File: src/rtl/ov7670_cfg_sequencer_pkg.sv
// ov7670_cfg_pkg: shared types and constants for the OV7670 configuration sequencer.
//   state_e        sequencer FSM states
//   CFG_END        ROM control word that terminates the table
//   CFG_DELAY      ROM control word that inserts a long settle delay
//   max3 / ld_val  helpers for sizing the wait timer and computing load values
package ov7670_cfg_pkg;

    typedef enum logic [3:0] {
        IDLE,
        FETCH,
        DECODE,
        ISSUE,
        WAIT_DONE,
        GAP,
        DELAY,
        NEXT,
        FINISH
    } state_e;

    localparam logic [15:0] CFG_END   = 16'hFFFF;
    localparam logic [15:0] CFG_DELAY = 16'hFFF0;

    function automatic int max3(input int a, input int b, input int c);
        int m;
        m = (a > b) ? a : b;
        return (m > c) ? m : c;
    endfunction

    // The timer is checked for expiry in the same cycle it reaches zero, so an
    // interval of n cycles is loaded as n-1. Zero-length intervals take one cycle.
    function automatic int ld_val(input int n);
        return (n > 0) ? n - 1 : 0;
    endfunction

endpackage

File: src/rtl/ov7670_cfg_sequencer_if.sv
// ov7670_cfg_sequencer_if: byte-write handshake between the config sequencer
// and the SCCB engine.
//   wr_valid     sequencer -> engine, request pending
//   wr_ready     engine -> sequencer, request accepted on valid&ready
//   wr_reg_addr  register address, stable while wr_valid
//   wr_data      register value, stable while wr_valid
//   wr_done      engine -> sequencer, one-cycle pulse when the write completes
interface ov7670_cfg_sequencer_if;
    logic       wr_valid;
    logic       wr_ready;
    logic [7:0] wr_reg_addr;
    logic [7:0] wr_data;
    logic       wr_done;

    modport master (
        output wr_valid, wr_reg_addr, wr_data,
        input  wr_ready, wr_done
    );

    modport slave (
        input  wr_valid, wr_reg_addr, wr_data,
        output wr_ready, wr_done
    );
endinterface

File: src/rtl/ov7670_cfg_sequencer_timer.sv
// cfg_wait_timer: loadable down-counter that stops at zero.
//   clk_100MHz  clock
//   reset       asynchronous, active-high reset (counter -> 0)
//   load        load load_val this cycle (takes priority over counting)
//   load_val    value to load
//   expired     counter is at zero
// The sequencer reuses one instance for every interval, loading it on entry
// to each timed state, so it simply free-runs down between loads.
module cfg_wait_timer #(
    parameter int W = 21
) (
    input  logic         clk_100MHz,
    input  logic         reset,
    input  logic         load,
    input  logic [W-1:0] load_val,
    output logic         expired
);

    logic [W-1:0] cnt;

    always_ff @(posedge clk_100MHz or posedge reset) begin
        if (reset)
            cnt <= '0;
        else if (load)
            cnt <= load_val;
        else if (cnt != '0)
            cnt <= cnt - 1'b1;
    end

    assign expired = (cnt == '0);

endmodule

File: src/rtl/ov7670_cfg_sequencer.sv
// ov7670_cfg_sequencer: walks the OV7670 configuration ROM and issues each
// {reg_addr, value} word to the SCCB byte-write engine.
//   clk_100MHz   system clock
//   reset        asynchronous, active-high reset
//   start        one-cycle pulse starting a configuration pass (ignored while busy)
//   rom_addr     registered ROM address
//   rom_data     registered ROM word {reg_addr, value}; 16'hFFF0 = delay, 16'hFFFF = end
//   wr           write handshake to the SCCB engine (master side)
//   busy         high from accepted start until done or timeout abort
//   done         one-cycle pulse on normal end of pass
//   timeout_err  sticky, set when a write is not completed in time
//   write_count  writes completed in the current or last pass
module ov7670_cfg_sequencer
    import ov7670_cfg_pkg::*;
#(
    parameter int DELAY_CYCLES   = 1_000_000,
    parameter int GAP_CYCLES     = 25_000,
    parameter int TIMEOUT_CYCLES = 2_000_000,
    parameter int ROM_AW         = 8
) (
    input  logic                  clk_100MHz,
    input  logic                  reset,
    input  logic                  start,
    output logic [ROM_AW-1:0]     rom_addr,
    input  logic [15:0]           rom_data,
    ov7670_cfg_sequencer_if.master wr,
    output logic                  busy,
    output logic                  done,
    output logic                  timeout_err,
    output logic [ROM_AW:0]       write_count
);

    localparam int MAXC = max3(DELAY_CYCLES, GAP_CYCLES, TIMEOUT_CYCLES);
    localparam int TW   = $clog2(MAXC + 1);

    // FETCH lasts two cycles so the registered ROM output is valid in DECODE.
    localparam logic [TW-1:0] FETCH_LD = TW'(1);
    localparam logic [TW-1:0] GAP_LD   = TW'(ld_val(GAP_CYCLES));
    localparam logic [TW-1:0] DELAY_LD = TW'(ld_val(DELAY_CYCLES));
    localparam logic [TW-1:0] TO_LD    = TW'(ld_val(TIMEOUT_CYCLES));

    state_e        state;
    logic          wr_valid_q;
    logic [7:0]    wr_reg_addr_q;
    logic [7:0]    wr_data_q;
    logic          tmr_load;
    logic [TW-1:0] tmr_val;
    logic          tmr_exp;
    logic          last_addr;

    assign wr.wr_valid    = wr_valid_q;
    assign wr.wr_reg_addr = wr_reg_addr_q;
    assign wr.wr_data     = wr_data_q;
    assign last_addr      = &rom_addr;

    cfg_wait_timer #(.W(TW)) u_timer (
        .clk_100MHz (clk_100MHz),
        .reset      (reset),
        .load       (tmr_load),
        .load_val   (tmr_val),
        .expired    (tmr_exp)
    );

    // Timer is loaded on the edge that enters a timed state. The timeout
    // window is loaded on the edge that raises wr_valid and covers both
    // ISSUE and WAIT_DONE.
    always_comb begin
        tmr_load = 1'b0;
        tmr_val  = '0;
        case (state)
            IDLE: if (start) begin
                tmr_load = 1'b1;
                tmr_val  = FETCH_LD;
            end
            DECODE: begin
                if (rom_data == CFG_DELAY) begin
                    tmr_load = 1'b1;
                    tmr_val  = DELAY_LD;
                end else if (rom_data != CFG_END) begin
                    tmr_load = 1'b1;
                    tmr_val  = TO_LD;
                end
            end
            WAIT_DONE: if (wr.wr_done) begin
                tmr_load = 1'b1;
                tmr_val  = GAP_LD;
            end
            NEXT: if (!last_addr) begin
                tmr_load = 1'b1;
                tmr_val  = FETCH_LD;
            end
            default: ;
        endcase
    end

    always_ff @(posedge clk_100MHz or posedge reset) begin
        if (reset) begin
            state         <= IDLE;
            rom_addr      <= '0;
            wr_valid_q    <= 1'b0;
            wr_reg_addr_q <= '0;
            wr_data_q     <= '0;
            busy          <= 1'b0;
            done          <= 1'b0;
            timeout_err   <= 1'b0;
            write_count   <= '0;
        end else begin
            done <= 1'b0;
            case (state)
                IDLE: if (start) begin
                    rom_addr    <= '0;
                    write_count <= '0;
                    timeout_err <= 1'b0;
                    busy        <= 1'b1;
                    state       <= FETCH;
                end
                FETCH: if (tmr_exp) state <= DECODE;
                DECODE: begin
                    if (rom_data == CFG_END) begin
                        state <= FINISH;
                    end else if (rom_data == CFG_DELAY) begin
                        state <= DELAY;
                    end else begin
                        wr_reg_addr_q <= rom_data[15:8];
                        wr_data_q     <= rom_data[7:0];
                        wr_valid_q    <= 1'b1;
                        state         <= ISSUE;
                    end
                end
                // wr_done is deliberately not looked at before acceptance.
                ISSUE: begin
                    if (tmr_exp) begin
                        timeout_err <= 1'b1;
                        wr_valid_q  <= 1'b0;
                        busy        <= 1'b0;
                        state       <= IDLE;
                    end else if (wr.wr_ready) begin
                        wr_valid_q <= 1'b0;
                        state      <= WAIT_DONE;
                    end
                end
                WAIT_DONE: begin
                    if (wr.wr_done) begin
                        if (write_count != '1) write_count <= write_count + 1'b1;
                        state <= GAP;
                    end else if (tmr_exp) begin
                        timeout_err <= 1'b1;
                        busy        <= 1'b0;
                        state       <= IDLE;
                    end
                end
                GAP:   if (tmr_exp) state <= NEXT;
                DELAY: if (tmr_exp) state <= NEXT;
                // Running off the top of the ROM ends the pass like CFG_END.
                NEXT: begin
                    if (last_addr) begin
                        state <= FINISH;
                    end else begin
                        rom_addr <= rom_addr + 1'b1;
                        state    <= FETCH;
                    end
                end
                FINISH: begin
                    done  <= 1'b1;
                    busy  <= 1'b0;
                    state <= IDLE;
                end
                default: state <= IDLE;
            endcase
        end
    end

endmodule
File: src/flat_wrapper.sv
// flat-port wrapper written by rule: the top's interface ports become plain ports
module ov7670_cfg_sequencer_flat import ov7670_cfg_pkg::*;
#(
    parameter int DELAY_CYCLES   = 1_000_000,
    parameter int GAP_CYCLES     = 25_000,
    parameter int TIMEOUT_CYCLES = 2_000_000,
    parameter int ROM_AW         = 8
)
  (clk_100MHz, reset, start, rom_addr, rom_data, busy, done, timeout_err, write_count, wr_wr_valid, wr_wr_reg_addr, wr_wr_data, wr_wr_ready, wr_wr_done);
  ov7670_cfg_sequencer_if wr_i ();
  input  logic clk_100MHz;
  input  logic reset;
  input  logic start;
  output logic [ROM_AW-1:0] rom_addr;
  input  logic [15:0] rom_data;
  output logic busy;
  output logic done;
  output logic timeout_err;
  output logic [ROM_AW:0] write_count;
  output wire logic [$bits(wr_i.wr_valid)-1:0] wr_wr_valid;
  output wire logic [$bits(wr_i.wr_reg_addr)-1:0] wr_wr_reg_addr;
  output wire logic [$bits(wr_i.wr_data)-1:0] wr_wr_data;
  input wire logic [$bits(wr_i.wr_ready)-1:0] wr_wr_ready;
  input wire logic [$bits(wr_i.wr_done)-1:0] wr_wr_done;
  assign wr_wr_valid = wr_i.wr_valid;
  assign wr_wr_reg_addr = wr_i.wr_reg_addr;
  assign wr_wr_data = wr_i.wr_data;
  assign wr_i.wr_ready = wr_wr_ready;
  assign wr_i.wr_done = wr_wr_done;
  ov7670_cfg_sequencer #(.DELAY_CYCLES(DELAY_CYCLES), .GAP_CYCLES(GAP_CYCLES), .TIMEOUT_CYCLES(TIMEOUT_CYCLES), .ROM_AW(ROM_AW)) u_core (.clk_100MHz(clk_100MHz), .reset(reset), .start(start), .rom_addr(rom_addr), .rom_data(rom_data), .wr(wr_i), .busy(busy), .done(done), .timeout_err(timeout_err), .write_count(write_count));
endmodule
File: config.mk
export PLATFORM = sky130hd
export DESIGN_NAME = ov7670_cfg_sequencer_flat
export DESIGN_NICKNAME = d
export VERILOG_FILES = /design/src/rtl/ov7670_cfg_sequencer_pkg.sv /design/src/rtl/ov7670_cfg_sequencer_if.sv /design/src/rtl/ov7670_cfg_sequencer_timer.sv /design/src/rtl/ov7670_cfg_sequencer.sv /design/src/flat_wrapper.sv
export SDC_FILE = /design/constraint.sdc
export NUM_CORES = 1
export LEC_CHECK = 0
export BUFFER_PORTS_ARGS = -buffer_cell sky130_fd_sc_hd__clkbuf_2
export CORE_ASPECT_RATIO = 1.1
export CORE_MARGIN = 5
export CORE_UTILIZATION = 50
export DETAILED_ROUTE_END_ITERATION = 7
export PLACE_DENSITY = 0.73
export SETUP_SLACK_MARGIN = 0.15
export SYNTH_ARGS = -nofsm -noshare
export SYNTH_HDL_FRONTEND = slang
export SYNTH_SLANG_ARGS = --single-unit
File: constraint.sdc
create_clock -name clk_100MHz -period 2.8 [get_ports clk_100MHz]
set_input_delay 0.42 -clock clk_100MHz [delete_from_list [all_inputs] [get_ports clk_100MHz]]
set_output_delay 0.42 -clock clk_100MHz [all_outputs]
set_load 0.05 [all_outputs]
# Word-level counts from Yosys, hierarchy flattened
# Index checks and enable logic that the tools add are counted.
[word_totals] register_bits=62 in_bits=21 output_inout_bits=37
[classes] n_addsub=3 n_eq_ne=23 mux=46 bitwise=2 n_reduce_logical=18
[op_table] cell="two-way mux 21 bit" count=4
[op_table] cell="case mux 21 bit (4 select lines)" count=1
[op_table] cell="two-way mux 4 bit" count=9
[op_table] cell="equality test 16 bit, second input constant" count=2
[op_table] cell="case mux 4 bit (7 select lines)" count=1
[op_table] cell="two-way mux 9 bit" count=3
[op_table] cell="logical NOT 21 bit" count=1
[op_table] cell="nonzero test 21 bit" count=1
[op_table] cell="subtractor 21 x 1 -> 21 bit, second input constant" count=1
[op_table] cell="two-way mux 1 bit" count=18
[op_table] cell="case mux 9 bit (2 select lines)" count=1
[op_table] cell="equality test 4 x 3 -> 1 bit, second input constant" count=4
[op_table] cell="two-way mux 8 bit" count=2
[op_table] cell="inequality test 16 bit, second input constant" count=1
[op_table] cell="case mux 8 bit (2 select lines)" count=1
[op_table] cell="two-way mux 15 bit" count=1
[op_table] cell="inequality test 2 bit, second input constant" count=6
[op_table] cell="AND reduction 3 bit" count=4
[op_table] cell="adder 9 x 1 -> 9 bit, second input constant" count=1
[op_table] cell="inequality test 9 bit, second input constant" count=1
[op_table] cell="adder 8 x 1 -> 8 bit, second input constant" count=1
[op_table] cell="equality test 4 x 2 -> 1 bit, second input constant" count=2
[op_table] cell="case mux 1 bit (4 select lines)" count=2
[op_table] cell="AND reduction 4 bit" count=2
[op_table] cell="other kinds (15)" count=22

# Depth between registers and ports, before layout
[logic_depth] depth_word=5 ltp_mapped=10

# Cells and area by module
# Synthesis repeated with hierarchy kept, for this count alone.
[unflattened] cells_unflattened=333 area_unflattened_um2=3448.3
[modules_own_cells] mod="ov7670_cfg_sequencer" n_inst=1 cells_each=197 area_each_um2=2097.0 seq_area_each_um2=1026.0
[modules_own_cells] mod="cfg_wait_timer" n_inst=1 cells_each=136 area_each_um2=1351.3 seq_area_each_um2=525.5

# Worst setup path after synthesis
# OpenSTA, ideal clock, no wires.
[synth_path] path_kind="register to register" from="register u_core.write_count[0]" to="register u_core.write_count[4]" arrival_ns=2.668 required_time_ns=2.668 path_slack_ns=0.000 path_stages_with_launch=11 synth_period_minus_slack_ns=2.800 cell_sequence="dfrtp_1 -> ha_1 -> and3_1 -> and3_1 -> ha_1 -> nand2b_1 -> a2111oi_1 -> clkbuf_1 -> nand4_1 -> xor2_1 -> nor2_1"
[synth_via] elab_chain_len=4 word_cells_on_any_way=7
[synth_rtl] element="start: declaration" line_no="ov7670_cfg_sequencer.sv:30" rtl="output logic [ROM_AW:0] write_count"
[synth_rtl] element="start signal: assignment" line_no="ov7670_cfg_sequencer.sv:144" rtl="if (write_count != '1) write_count <= write_count + 1'b1;"
[synth_rtl] element="adder 9 x 1 -> 9 bit" line_no="ov7670_cfg_sequencer.sv:144"
[synth_rtl] element="two-way mux 9 bit" line_no="ov7670_cfg_sequencer.sv:144"
[synth_rtl] element="two-way mux 9 bit" line_no="ov7670_cfg_sequencer.sv:143" rtl="if (wr.wr_done) begin"
[synth_rtl] element="case mux 9 bit (2 select lines)" line_no="ov7670_cfg_sequencer.sv:109" rtl="case (state)"
# Several ways; a longest one is shown, not always the timed one. The select of a mux whose other input is x is not followed.
# A chain may end at the register's enable or synchronous reset.

# Final worst setup path
[layout_path] from="register u_core.u_timer.cnt[4]" to="register u_core.state[2]"
[layout_via] elab_chain_len=3 word_cells_on_any_way=8
[layout_rtl] element="start: declaration" line_no="ov7670_cfg_sequencer_timer.sv:19" rtl="logic [W-1:0] cnt;"
[layout_rtl] element="start signal: assignment" line_no="ov7670_cfg_sequencer_timer.sv:25" rtl="cnt <= load_val;"
[layout_rtl] element="start signal: assignment" line_no="ov7670_cfg_sequencer_timer.sv:27" rtl="cnt <= cnt - 1'b1;"
[layout_rtl] element="logical NOT 21 bit (*)" line_no="ov7670_cfg_sequencer_timer.sv:30" rtl="assign expired = (cnt == '0);"
[layout_rtl] element="two-way mux 4 bit (tied with other cells)" line_no="ov7670_cfg_sequencer.sv:132" rtl="if (tmr_exp) begin"
[layout_rtl] element="case mux 4 bit (7 select lines) / AND reduction 5 bit (equally long branches)"
[layout_rtl] element="end signal: assignment" line_no="ov7670_cfg_sequencer.sv:115" rtl="state <= FETCH;"
[layout_rtl] element="end signal: assignment" line_no="ov7670_cfg_sequencer.sv:136" rtl="state <= IDLE;"
[layout_rtl] element="end signal: assignment" line_no="ov7670_cfg_sequencer.sv:139" rtl="state <= WAIT_DONE;"
[layout_rtl] element="end: declaration" line_no="ov7670_cfg_sequencer.sv:42" rtl="state_e state;"
# Mark *: on every way between the ends. The rest lies on a longest branch, timed or not.

==> metrics.md <==
| Metric | Value |
|---|---|
| Max Cap Viol | 0 |
| Nets | 401 |
| Worst setup EP type | flip-flop |
| Number of hold buffers added after cts | 0 |
| Top-area cell type share of the netlist area | 48.1% |
| R2R Path End | u_core.state[2] |
| Worst r2r src | u_core.u_timer.cnt[4] |
| CP max FO | 7 |
| Critical path required time | 3.03 ns |
| Final hold vios | 0 |
| R2R cell count | 5 |
| Hold crit path type | in -> async |
| Max Transition Viols Final | 0 |
| Setup ws final | 0.347 ns |
| PwrDens | 1110 nW/µm² |
| Int Power | 2.41 mW |
| Clk_lat worst skew | 0.34 ns |
| Cell taking the most area after synthesis | dfrtp_1 |
| Antenna violations before repair | 0 |
| Post CTS Setup Buffer Count | 0 |
| Minimum clock period | 2.45 ns |
| Switching power | 1.87 mW |
| Total wire length | 7500 µm |
| Ys async rst share | 100% |
| Fraction of layout cells with a size suffix above 1 | 31.0% |
| Tcrit/Tclk final | 87.6% |
| Critical path type | reg -> reg |
| Most frequent cells in the layout | 61 x dfrtp_1, 57 x clkbuf_2, 30 x nor2_1 |
| Longest Clk Path Bufs | 2 |
| DPL Wire Length | 5500 µm |
| Vias | 2647 |
| Area overhead of the layout relative to synthesis | 19.6% |
| IO Count | 58 |
| First-pass GRT wire length | 13000 µm |
| Reg power frac | 34.4% |
| Adder-cell share of the synthesized area | 1.55% |
| Fin Hold WS | 0.235 ns |
| Register bit total from synthesis | 62 |
| Die ar. | 8150 µm² |
| Arr. time, crit path | 2.68 ns |
| Cts repair resizes | 0 |
| Comb pwr share | 45.1% |
| Synth Area in XOR/XNOR | 7.34% |
| Top FF cell, synth | dfrtp_1 |
| Sw frac | 43.7% |
| Clock tree root driver cell | clkbuf_8 |
| Sequential area share after synthesis | 48.1% |
| Warnings from Yosys | 0 |
| Cts bufs inserted | 9 |
| Status | finished clean |
| Synth unique cells | 57 |
| DRC Markers | 0 |
| Clk slew on worst S/H paths | 0.07 ns |
| DP Worst Slack | 0.368 ns |
| Die W | 86.6 µm |
| Leak Pwr | 1.79 nW |
| Post-Syn Area | 3220 µm² |
| Post-Syn Instances | 311 |
| Fmax | 408 MHz |
| Global placer's final weighted congestion | 0.888 |
| Initial core utilization | 51.7% |
| Final Total Pwr | 4.28 mW |
| Final TNS setup | 0 ns |
| Final core occ | 61.8% |
| Most common cell after layout, fill and taps aside | dfrtp_1 |
| Die Height | 94.2 µm |
| Simple-Gate Fraction of Synth Area | 21.2% |
| Number of synthesized flops with an enable pin | 0 |
| Power share of the clock group | 20.5% |
| Final Skew | 0.00816 ns |
| FP Rows | 30 |
| DR iter-0 viols | 105 |
| Worst Setup Start Kind | flip-flop |
| Vias in the first global route | 2673 |
| Core ar. | 6230 µm² |
| Synth Net Count | 336 |
| Synthesized area per cell | 10.4 µm² |
| Synth Area in Compound Gates | 11.8% |
| Top cells by area, synth | dfrtp_1 48%, mux2_2 5.9%, xor2_1 3.8%, xnor2_1 3.5%, nor2_1 3.5% |
| Largest net degree at the start of global routing | 42 |
| Total track usage | 20.1% |
| Vias per inst | 5.74 |
| Port Buffers | 57 |
| DRT Pass-1 Iters | 6 |
| Total gr overflow | 0 |
| Mux contribution to synthesized area | 7.03% |
| Unrepaired setup endpoints after global routing | no |
| Clock sinks | 62 |
| Worst rel slew slack | 44.5% |
| # H-tree levels | 3 |
| R2R Setup Slk | 0.35 ns |
| Filler cells | 538 |
| Maximum VDD drop | 0.644 mV |
| Tightest Pin Transition | 0.832 ns |
| Routed len/inst | 16.3 µm |
| Antenna-violating nets left | 0 |
| Largest family of logic cells by synthesized area | simple AND/OR/NAND/NOR gates |
| CTS tree | yes |
| Final setup violation count | 0 |
| Ant diodes | 0 |
==> layout make-up <==
class	instances	area, µm²	area share, %
clock buffer	10	138	3.57
clock inverter	6	85.1	2.21
inverter	11	41.3	1.07
multi-input combinational	226	1580	41.1
sequential	62	1550	40.3
tap	80	100	2.60
timing repair buffer	66	353	9.16
==> through the flow <==
stage	instance area (µm²)	cells
after floorplan	3230	311
after global placement	3630	445
after detailed placement	3630	445
after CTS	3850	461
after global routing	3850	461
final	3850	461
==> critical path: stages, from the launching register on <==
cell and delay (ns):
dfrtp_1 0.44, nor4_4 0.45, nand4b_1 0.34, or4_4 0.71, nand2_8 0.10, mux2_4 0.29
==> power by group through the flow <==
| stage | clock (mW) | sequential [mW] | combinational, mW |
|---|---|---|---|
| 2_1_floorplan | 0 | 1.91 | 1.04 |
| 3_3_place_gp | 0 | 1.47 | 1.89 |
| 3_5_place_dp | 0 | 1.49 | 1.93 |
| 4_1_cts | 0.890 | 1.47 | 1.94 |
| 5_1_grt | 0.945 | 1.52 | 2.09 |
| 6_report | 0.878 | 1.47 | 1.93 |
==> flip-flops by register name (all words and copies together) (netlist names) <==
| signal | cells |
|---|---|
| u_core.busy | 1 |
| u_core.done | 1 |
| u_core.rom_addr | 8 |
| u_core.state | 4 |
| u_core.timeout_err | 1 |
| u_core.u_timer.cnt | 21 |
| u_core.wr.wr_data | 8 |
| u_core.wr.wr_reg_addr | 8 |
| u_core.wr.wr_valid | 1 |
| u_core.write_count | 9 |
==> how the worst max path moves through the flow <==
stage | from | end | slack, ns | cells after the start
after CTS | u_core.write_count[0] | u_core.write_count[6] | 0.35 | 10
after floorplan | u_core.write_count[1] | u_core.write_count[4] | 0.18 | 10
after detailed placement | u_core.write_count[0] | u_core.write_count[6] | 0.37 | 10
final | u_core.u_timer.cnt[4] | u_core.state[2] | 0.35 | 5
after global routing | u_core.write_count[0] | u_core.write_count[5] | 0.22 | 10
after global placement | u_core.write_count[0] | u_core.write_count[4] | 0.49 | 10
==> layer usage <==
| metal | share of wire, % | track usage [%] |
|---|---|---|
| met1 | 44 | 26.1 |
| met2 | 50 | 31.6 |
| met3 | 3.5 | 4.21 |
| met4 | 2.6 | 10.3 |
| met5 | 0 | 0 |
==> synthesized netlist by cell type (3+ instances only) <==
library cell / instances
dfrtp_1: 62
nor2_1: 30
nand2_1: 20
mux2_2: 17
o21ai_0: 17
xor2_1: 14
xnor2_1: 13
inv_1: 11
nand4_1: 11
nand3_1: 10
and3_1: 9
clkbuf_1: 9
nor3_1: 9
a21oi_1: 8
ha_1: 4
nor4_1: 4
a31oi_1: 3
nor2b_1: 3
o2111ai_1: 3
o211ai_1: 3
o311ai_0: 3
==> cells by family (layout without fill, tap and decap cells) <==
kind of cell	after synthesis	after routing
multiplexers	20	20
flip-flops	62	62
AO/OA/AOI/OAI	56	56
adder cells (fa/ha/maj)	4	4
XOR/XNOR	27	27
buffers and inverters	23	93
AND/OR/NAND/NOR	119	119
No activity file was read; power rests on OpenSTA's default activity.
